===== src/rtl/spi_defs_pkg.sv =====
// Shared SPI definitions: FSM state encodings used by the shift engine
// and any SPI sequencing FSM built on top of it.
package spi_defs;

   typedef enum logic {
      IDLE  = 1'b0,
      SHIFT = 1'b1
   } spiState_t;

   // Bits needed to count from 0 up to and including width.
   function automatic int bitCountWidth(input int width);
      return $clog2(width + 1);
   endfunction

endpackage


===== src/rtl/shift_bit_counter.sv =====
// Bit counter for the shift engine: clear, increment and the
// terminal-count compare that marks the last bit of a word.
module shift_bit_counter
   import spi_defs::*;
#(
   parameter int WIDTH = 8
) (
   input  logic clk,
   input  logic reset,
   input  logic clear,
   input  logic increment,
   output logic terminal
);

   localparam int CW = bitCountWidth(WIDTH);

   logic [CW-1:0] count;

   always_ff @(posedge clk) begin
      if (reset) begin
         count <= '0;
      end else if (clear) begin
         count <= '0;
      end else if (increment) begin
         count <= count + CW'(1);
      end
   end

   // High while the next counted strobe is the final one of the word.
   assign terminal = (count == CW'(WIDTH - 1));

endmodule


===== src/rtl/spi_shift_engine.sv =====
// SPI shift register engine: parallel load or receive-only start, then
// one bit per counted strobe, with a one-cycle pulse when the word completes.
//
// state | meaning
// IDLE  | waiting for parallelLoad or start; strobes ignored
// SHIFT | transfer active; each strobe shifts one bit and counts it
module spi_shift_engine
   import spi_defs::*;
#(
   parameter int WIDTH     = 8,
   parameter int MSB_FIRST = 1
) (
   input  logic             clk,
   input  logic             reset,
   input  logic             peripheralClkEdge,
   input  logic             parallelLoad,
   input  logic             start,
   input  logic [WIDTH-1:0] parallelDataIn,
   input  logic             serialDataIn,
   output logic [WIDTH-1:0] parallelDataOut,
   output logic             serialDataOut,
   output logic             busy,
   output logic             wordDone
);

   spiState_t        stateQ, stateD;
   logic [WIDTH-1:0] shiftReg;
   logic [WIDTH-1:0] shiftedValue;
   logic             wordDoneD;
   logic             loadReg;
   logic             shiftEn;
   logic             cntClear;
   logic             cntInc;
   logic             cntTerminal;

   shift_bit_counter #(
      .WIDTH(WIDTH)
   ) bitCounter (
      .clk      (clk),
      .reset    (reset),
      .clear    (cntClear),
      .increment(cntInc),
      .terminal (cntTerminal)
   );

   always_comb begin
      stateD    = stateQ;
      loadReg   = 1'b0;
      shiftEn   = 1'b0;
      cntClear  = 1'b0;
      cntInc    = 1'b0;
      wordDoneD = 1'b0;
      case (stateQ)
         IDLE: begin
            if (parallelLoad) begin
               loadReg  = 1'b1;
               cntClear = 1'b1;
               stateD   = SHIFT;
            end else if (start) begin
               cntClear = 1'b1;
               stateD   = SHIFT;
            end
         end
         SHIFT: begin
            // A load restarts the word and swallows any coincident strobe.
            if (parallelLoad) begin
               loadReg  = 1'b1;
               cntClear = 1'b1;
            end else if (peripheralClkEdge) begin
               shiftEn = 1'b1;
               cntInc  = 1'b1;
               if (cntTerminal) begin
                  stateD    = IDLE;
                  wordDoneD = 1'b1;
               end
            end
         end
         default: stateD = IDLE;
      endcase
   end

   always_comb begin
      shiftedValue = shiftReg;
      if (MSB_FIRST != 0) begin
         shiftedValue = {shiftReg[WIDTH-2:0], serialDataIn};
      end else begin
         shiftedValue = {serialDataIn, shiftReg[WIDTH-1:1]};
      end
   end

   always_ff @(posedge clk) begin
      if (reset) begin
         stateQ   <= IDLE;
         shiftReg <= '0;
         wordDone <= 1'b0;
      end else begin
         stateQ   <= stateD;
         wordDone <= wordDoneD;
         if (loadReg) begin
            shiftReg <= parallelDataIn;
         end else if (shiftEn) begin
            shiftReg <= shiftedValue;
         end
      end
   end

   assign parallelDataOut = shiftReg;
   assign serialDataOut   = (MSB_FIRST != 0) ? shiftReg[WIDTH-1] : shiftReg[0];
   assign busy            = (stateQ == SHIFT);

endmodule


===== config.mk =====
export PLATFORM = sky130hd
export DESIGN_NAME = spi_shift_engine
export DESIGN_NICKNAME = d
export VERILOG_FILES = /design/src/rtl/spi_defs_pkg.sv /design/src/rtl/shift_bit_counter.sv /design/src/rtl/spi_shift_engine.sv
export SDC_FILE = /design/constraint.sdc
export NUM_CORES = 1
export LEC_CHECK = 0
export ABC_AREA = 1
export CAP_MARGIN = 20
export CORE_MARGIN = 3
export CORE_UTILIZATION = 35
export CTS_BUF_LIST = sky130_fd_sc_hd__clkbuf_4 sky130_fd_sc_hd__clkbuf_8
export CTS_CLUSTER_SIZE = 24
export DETAILED_ROUTE_END_ITERATION = 12
export HOLD_SLACK_MARGIN = 0.02
export PLACE_DENSITY_LB_ADDON = 0.15
export SYNTH_ARGS = -nofsm -noshare
export SYNTH_HDL_FRONTEND = slang
export SYNTH_SLANG_ARGS = --single-unit

===== constraint.sdc =====
create_clock -name clk -period 0.9 [get_ports clk]
set_input_delay 0.135 -clock clk [delete_from_list [all_inputs] [get_ports clk]]
set_output_delay 0.135 -clock clk [all_outputs]
set_load 0.005 [all_outputs]

==> impl_metrics.env, run 1 <==
export IMPL_cell_internal_pwr_w=0.00107
export IMPL_max_freq_ghz=1.02
export IMPL_slew_headroom_pct=82.6
export IMPL_p_switching_w=0.000351
export IMPL_drive_gt1_share_pct=45.0
export IMPL_worstMarginPinSlew_ns=0.262
export IMPL_vias=728
export IMPL_mappedNetlistArea_um2=631
export IMPL_grt_pass1_wl_mm=2.99
export IMPL_critPathKind="flop to flop"
export IMPL_required_ns=1.12
export IMPL_routed_wl_mm=1.69
export IMPL_antenna_diode_count=0
export IMPL_clkLatencyLatePin_ns=0.29
export IMPL_synthTopCellsByArea="dfxtp_1, nand2_1, nand3_1"
export IMPL_clock_skew_ns=0.00176
export IMPL_die_width_um=48.4
export IMPL_port_buffers=24
export IMPL_finalWorstSetupSlack_ns=-0.0790
export IMPL_yosys_warnings=0
export IMPL_syn_nets=99
export IMPL_drt_initial_drc_count=10
export IMPL_clock_root_buffer="clkbuf_4"
export IMPL_clockBufferDepth=2
export IMPL_ant_nets=0
export IMPL_antenna_found_initial=0
export IMPL_power_frac_seq_pct=47.1
export IMPL_cap_violations=0
export IMPL_track_usage_pct=16.3
export IMPL_drv_slew=0
export IMPL_path_max_fanout=5
export IMPL_drc=0
export IMPL_cts_tree="built"
export IMPL_yosysSeqAreaShare_pct=44.4
export IMPL_fill_cells=143
export IMPL_cellLeakagePower_nw=0.481
export IMPL_worstPathArrival_ns=1.20
export IMPL_grt_max_degree=10
export IMPL_yosys_area_top_type="dfxtp_1"
export IMPL_synth_seq_cells=14
export IMPL_std_cell_rows=14
export IMPL_p_clk_share_pct=33.3
export IMPL_gr_total_overflow=0
export IMPL_ios=25
export IMPL_min_period_over_period_pct=109
export IMPL_setup_violations=14
export IMPL_power_w=0.00142
export IMPL_r2r_start="busy$_SDFF_PP0_"
export IMPL_place_inst=148
export IMPL_core_mm2=0.00159
export IMPL_cts_buffers=3
export IMPL_final_cells=155
export IMPL_gp_congestion=0.780
export IMPL_postSynthCellCount=84
export IMPL_hpwl_mm=1.25
export IMPL_power_share_combinational_pct=19.6
export IMPL_crit_path_start_kind="flop"
export IMPL_avgSynthCellArea_um2=7.51
export IMPL_die_h_um=48.4
export IMPL_swShare_pct=24.8
export IMPL_drt_pass1_iterations=4
export IMPL_clk_pin_slew_ns=0.09
export IMPL_cts_sinks=14
export IMPL_wire_per_inst_um=10.9
export IMPL_grt_pass1_vias=677
export IMPL_utilization_pct=69.5
export IMPL_finalCriticalPeriod_ns=0.979
export IMPL_htreeDepth=1
export IMPL_hold_viol=0
export IMPL_ir_worst_vdd_v=0.000841
export IMPL_power_density_mw_per_mm2=1280
export IMPL_min_from="parallelDataIn[6]"
export IMPL_crit_start="busy$_SDFF_PP0_"
export IMPL_start_util_pct=39.6
export IMPL_violations="setup timing"
export IMPL_hold_worst_slack_ns=0.397
export IMPL_layout_nets=147
export IMPL_hold_class="input pin to flop"
export IMPL_synth_top_area_share_pct=44.4
export IMPL_dieArea_mm2=0.00235
export IMPL_vias_per_cell=4.70
export IMPL_rsz0062_at_grt="yes"
export IMPL_outcome="complete, but fails checks"
export IMPL_synth_distinct_cells=19
export IMPL_end_kind="flop"
export IMPL_area_growth_syn_to_layout_pct=75.8
[cell usage after synthesis]
library cell	n
a21oi_1	6
a31oi_1	7
and3_1	1
buf_4	2
buf_6	1
clkbuf_1	1
dfxtp_1	14
ha_1	1
inv_1	5
inv_2	1
nand2_1	28
nand2_4	1
nand3_1	9
nand4_1	1
nor2_1	2
nor2_4	1
nor3_1	1
o21ai_0	1
xor2_1	1
[registers in the layout, summed over array words and instances, names as in the netlist]
| register | flops |
|---|---|
| busy | 1 |
| wordDone | 1 |
| parallelDataOut | 8 |
| bitCounter.count | 4 |
[critical path: stages, from the launching register on]
cell     delay, ns
dfxtp_4       0.38
nand2_4       0.06
nor2_4        0.14
buf_4         0.14
nand2_1       0.04
a21oi_1       0.14
[cell families (layout without fill, tap and decap cells)]
group	Yosys count	after routing	synth area share, %
buffers and inverters	10	57	8.33
and+or+nand+nor	44	44	31.3
xor gates and xnor gates	1	1	1.39
AOI/OAI and AO/OA	14	14	12.5
adders and majority gates	1	1	1.98
DFF	14	14	44.4
[final timing paths]
check / endpoint / slack, ns / cells after the start
worst max-delay path: bitCounter.count[0]$_SDFFE_PP0P_ / -0.08 / 5
worst min-delay path: parallelDataOut[6]$_SDFFE_PP0P_ / 0.40 / 3
worst max register to register: bitCounter.count[0]$_SDFFE_PP0P_ / -0.08 / 5
worst min register to register: bitCounter.count[3]$_SDFFE_PP0P_ / 0.47 / 2
[cell type report]
type                            instances  area (um^2)  share of cell area (%)
Timing Repair Buffer                   47          395                    35.7
Multi-Input combinational cell         60          327                    29.5
Sequential cell                        14          298                    26.9
Clock buffer                            4         36.3                    3.27
Tap cell                               24         30.0                    2.71
Inverter                                6         22.5                    2.03
[placed cells by master, fill, tap and decap left out]
cell / count
a21oi_1: 6
a31oi_1: 7
and3_1: 1
buf_2: 6
buf_4: 21
buf_6: 7
clkbuf_4: 3
clkbuf_8: 1
clkdlybuf4s50_1: 12
dfxtp_1: 2
dfxtp_2: 11
dfxtp_4: 1
dlygate4sd2_1: 1
ha_4: 1
inv_1: 5
inv_2: 1
nand2_1: 25
nand2_2: 3
nand2_4: 1
nand3_1: 9
nand4_1: 1
nor2_1: 2
nor2_4: 1
nor3_2: 1
o21ai_2: 1
xor2_1: 1
[what timing repair did]
item | CTS | global route
pin swaps | 0 | 1
endpoints found under the hold margin | 0 | 0
endpoints found under the setup margin | 25 | 21
resized for setup | 58 | 13
hold buffers | 0 | 0
cloned | 0 | 0
setup buffers | 3 | 0
[through the flow]
| step | setup TNS, ns | setup slack [ns] | cell area, um^2 |
|---|---|---|---|
| floorplan | 0 | 0.000909 | 634 |
| detailed placement | -5.66 | -0.422 | 1020 |
| global route | -1.90 | -0.157 | 1110 |
| global placement | -5.01 | -0.371 | 1020 |
| finish | -0.812 | -0.0790 | 1110 |
| CTS | -0.968 | -0.0911 | 1060 |
[layer usage]
| metal | vias up | global-route usage, % | wire, um |
|---|---|---|---|
| met3 | 5 | 3.37 | 95 |
| met1 | 324 | 20.6 | 743 |
| met4 | 0 | 9.95 | 44 |
| li1 | 374 | - | - |
| met5 | - | 0 | 0 |
| met2 | 25 | 25.5 | 807 |
[power groups by stage]
stage	clock, W	sequential (W)	combinational [W]
6_report	0.000472	0.000668	0.000278
5_1_grt	0.000517	0.000672	0.000304
4_1_cts	0.000478	0.000665	0.000261
3_5_place_dp	0	0.000676	0.000268
3_3_place_gp	0	0.000676	0.000268
2_1_floorplan	0	0.000682	0.0000830
No activity file was read; power rests on OpenSTA's default activity.
==> inputs of run 2 (changes only) <==
- GPL_ROUTABILITY_DRIVEN: default -> 0
- clock period: 0.9 -> 1 ns (I/O delays scaled with it)
==> run 2 against run 1 <==
Compared with the run above: sequential share of layout area grew 1.8 points; combinational power shrank 18%; the flow still finishes with violations (setup timing); final cell count shrank 3.2%; count of clock-buffer cells in the layout is the same; largest cell class unchanged; clock power shrank 9.3%; first-iteration DRC count is the same; power shrank 11%; critical endpoint is now busy; clock skew grew 0.0030 ns; worst setup slack gained 0.058 ns.
==> impl_metrics.env, run 2 (synthesized netlist as in run 1, its figures left out) <==
export IMPL_whs_endpoint="busy$_SDFF_PP0_"
export IMPL_ios=25
export IMPL_outcome="complete, but fails checks"
export IMPL_rr_endpoint="bitCounter.count[0]$_SDFFE_PP0P_"
export IMPL_clock_root_buffer="clkbuf_4"
export IMPL_drt_initial_drc_count=10
export IMPL_cp_num_cells=1
export IMPL_wire_per_inst_um=11.2
export IMPL_drc=0
export IMPL_end_kind="output pin"
export IMPL_violations="setup timing"
export IMPL_crit_start="busy$_SDFF_PP0_"
export IMPL_critPathKind="flop to output pin"
export IMPL_clk_pin_slew_ns=0.09
export IMPL_max_stage_delay_ns=0.38
export IMPL_largest_reg_flops=8
export IMPL_hold_viol=0
export IMPL_power_w=0.00126
export IMPL_std_cell_rows=14
export IMPL_grt_pass1_vias=711
export IMPL_cellLeakagePower_nw=0.444
export IMPL_antenna_diode_count=0
export IMPL_ant_nets=0
export IMPL_r2r_start="busy$_SDFF_PP0_"
export IMPL_core_mm2=0.00159
export IMPL_path_max_fanout=4
export IMPL_slew_headroom_pct=83.0
export IMPL_cp_slowest_cell="dfxtp_4"
export IMPL_drive_gt1_share_pct=36.5
export IMPL_drv_slew=0
export IMPL_drt_pass1_iterations=4
export IMPL_ir_worst_vdd_v=0.000788
export IMPL_hold_class="input pin to flop"
export IMPL_cap_violations=0
export IMPL_clock_skew_ns=0.00472
export IMPL_min_period_over_period_pct=102
export IMPL_min_from="peripheralClkEdge"
export IMPL_fin_tns_setup_ns=-0.0212
export IMPL_finalWorstSetupSlack_ns=-0.0212
export IMPL_cts_sinks=14
export IMPL_port_buffers=24
export IMPL_crit_path_start_kind="flop"
export IMPL_rsz0062_at_grt="yes"
export IMPL_worstMarginPinSlew_ns=0.256
export IMPL_r2r_slack_ns=0.01
export IMPL_finalCriticalPeriod_ns=1.02
export IMPL_setup_violations=1
export IMPL_postLayoutCellArea_mm2=0.00103
export IMPL_htreeDepth=1
export IMPL_mostFrequentLayoutCell="nand2_1"
export IMPL_grt_max_degree=10
export IMPL_vias_per_cell=4.85
export IMPL_grt_pass1_wl_mm=2.93
export IMPL_holdPathStages=4
export IMPL_cts_hold_fix_buffers=0
export IMPL_track_usage_pct=15.5
export IMPL_layout_nets=142
export IMPL_dieArea_mm2=0.00235
export IMPL_utilization_pct=64.9
export IMPL_routed_wl_mm=1.68
export IMPL_cts_tree="built"
export IMPL_required_ns=0.85
export IMPL_worstPathArrival_ns=0.87
export IMPL_die_h_um=48.4
export IMPL_crit_chain="clkdlybuf4s15_1"
export IMPL_hpwl_mm=1.26
export IMPL_power_density_mw_per_mm2=1210
export IMPL_final_cells=150
export IMPL_placed_area_um2=983
export IMPL_vias=727
export IMPL_reg2regPathDepth=4
export IMPL_path_buf_inv=1
export IMPL_cts_buffers=3
export IMPL_die_width_um=48.4
export IMPL_area_growth_syn_to_layout_pct=64.1
export IMPL_gr_total_overflow=0
export IMPL_place_inst=143
export IMPL_max_freq_ghz=0.979
export IMPL_start_util_pct=39.6
export IMPL_clkLatencyLatePin_ns=0.29
export IMPL_clockBufferDepth=2
export IMPL_antenna_found_initial=0
export IMPL_cp_top_family="flip-flops"
export IMPL_final_cell_mix="nand2_1, buf_4, clkdlybuf4s50_1"
==> run 2: area by class of cell <==
| class | count | area, um^2 |
|---|---|---|
| tap | 24 | 30.0 |
| fill | 135 | 559 |
| timing repair buffer | 42 | 347 |
| inverter | 6 | 22.5 |
| multi-input combinational | 60 | 303 |
| sequential | 14 | 297 |
| clock buffer | 4 | 36.3 |
==> run 2: where the power goes <==
group | internal [W] | switching [W] | total (W)
sequential | 0.000584 | 0.0000158 | 0.000600
combinational | 0.000136 | 0.0000918 | 0.000228
clock | 0.000222 | 0.000206 | 0.000428
total | 0.000942 | 0.000314 | 0.00126
==> run 2: worst max-delay path by stage <==
stage	slack, ns	to
final	-0.02	busy
after global routing	-0.07	parallelDataOut[5]$_SDFFE_PP0P_
after CTS	-0.04	parallelDataOut[2]$_SDFFE_PP0P_
after detailed placement	-0.31	parallelDataOut[7]$_SDFFE_PP0P_
after global placement	-0.28	bitCounter.count[0]$_SDFFE_PP0P_
after floorplan	0.03	bitCounter.count[0]$_SDFFE_PP0P_
==> run 2: tightest hold or removal path, stage by stage <==
cell and delay, ns:
dlygate4sd2_1 0.27, nand4_1 0.12, nand2_1 0.07, a21oi_1 0.05
==> run 2: what timing repair did <==
item	CTS	global route
resized for setup	41	11
setup endpoints to repair	23	23
setup buffers	3	1
endpoints found under the hold margin	0	0
pin swaps	3	3
==> run 2: routing by layer <==
layer | track usage (%) | wire, um | vias up
li1 | - | - | 363
met1 | 19.3 | 756 | 323
met2 | 25.9 | 769 | 33
met3 | 3.68 | 113 | 8
met4 | 5.69 | 41 | 0
met5 | 0 | 0 | -
==> run 2: stage by stage <==
step	hold slack, ns	worst slack, ns
global route	0.430	-0.0686
global placement	0.448	-0.285
floorplan	0.312	0.0285
CTS	0.418	-0.0425
detailed placement	0.466	-0.312
finish	0.405	-0.0212
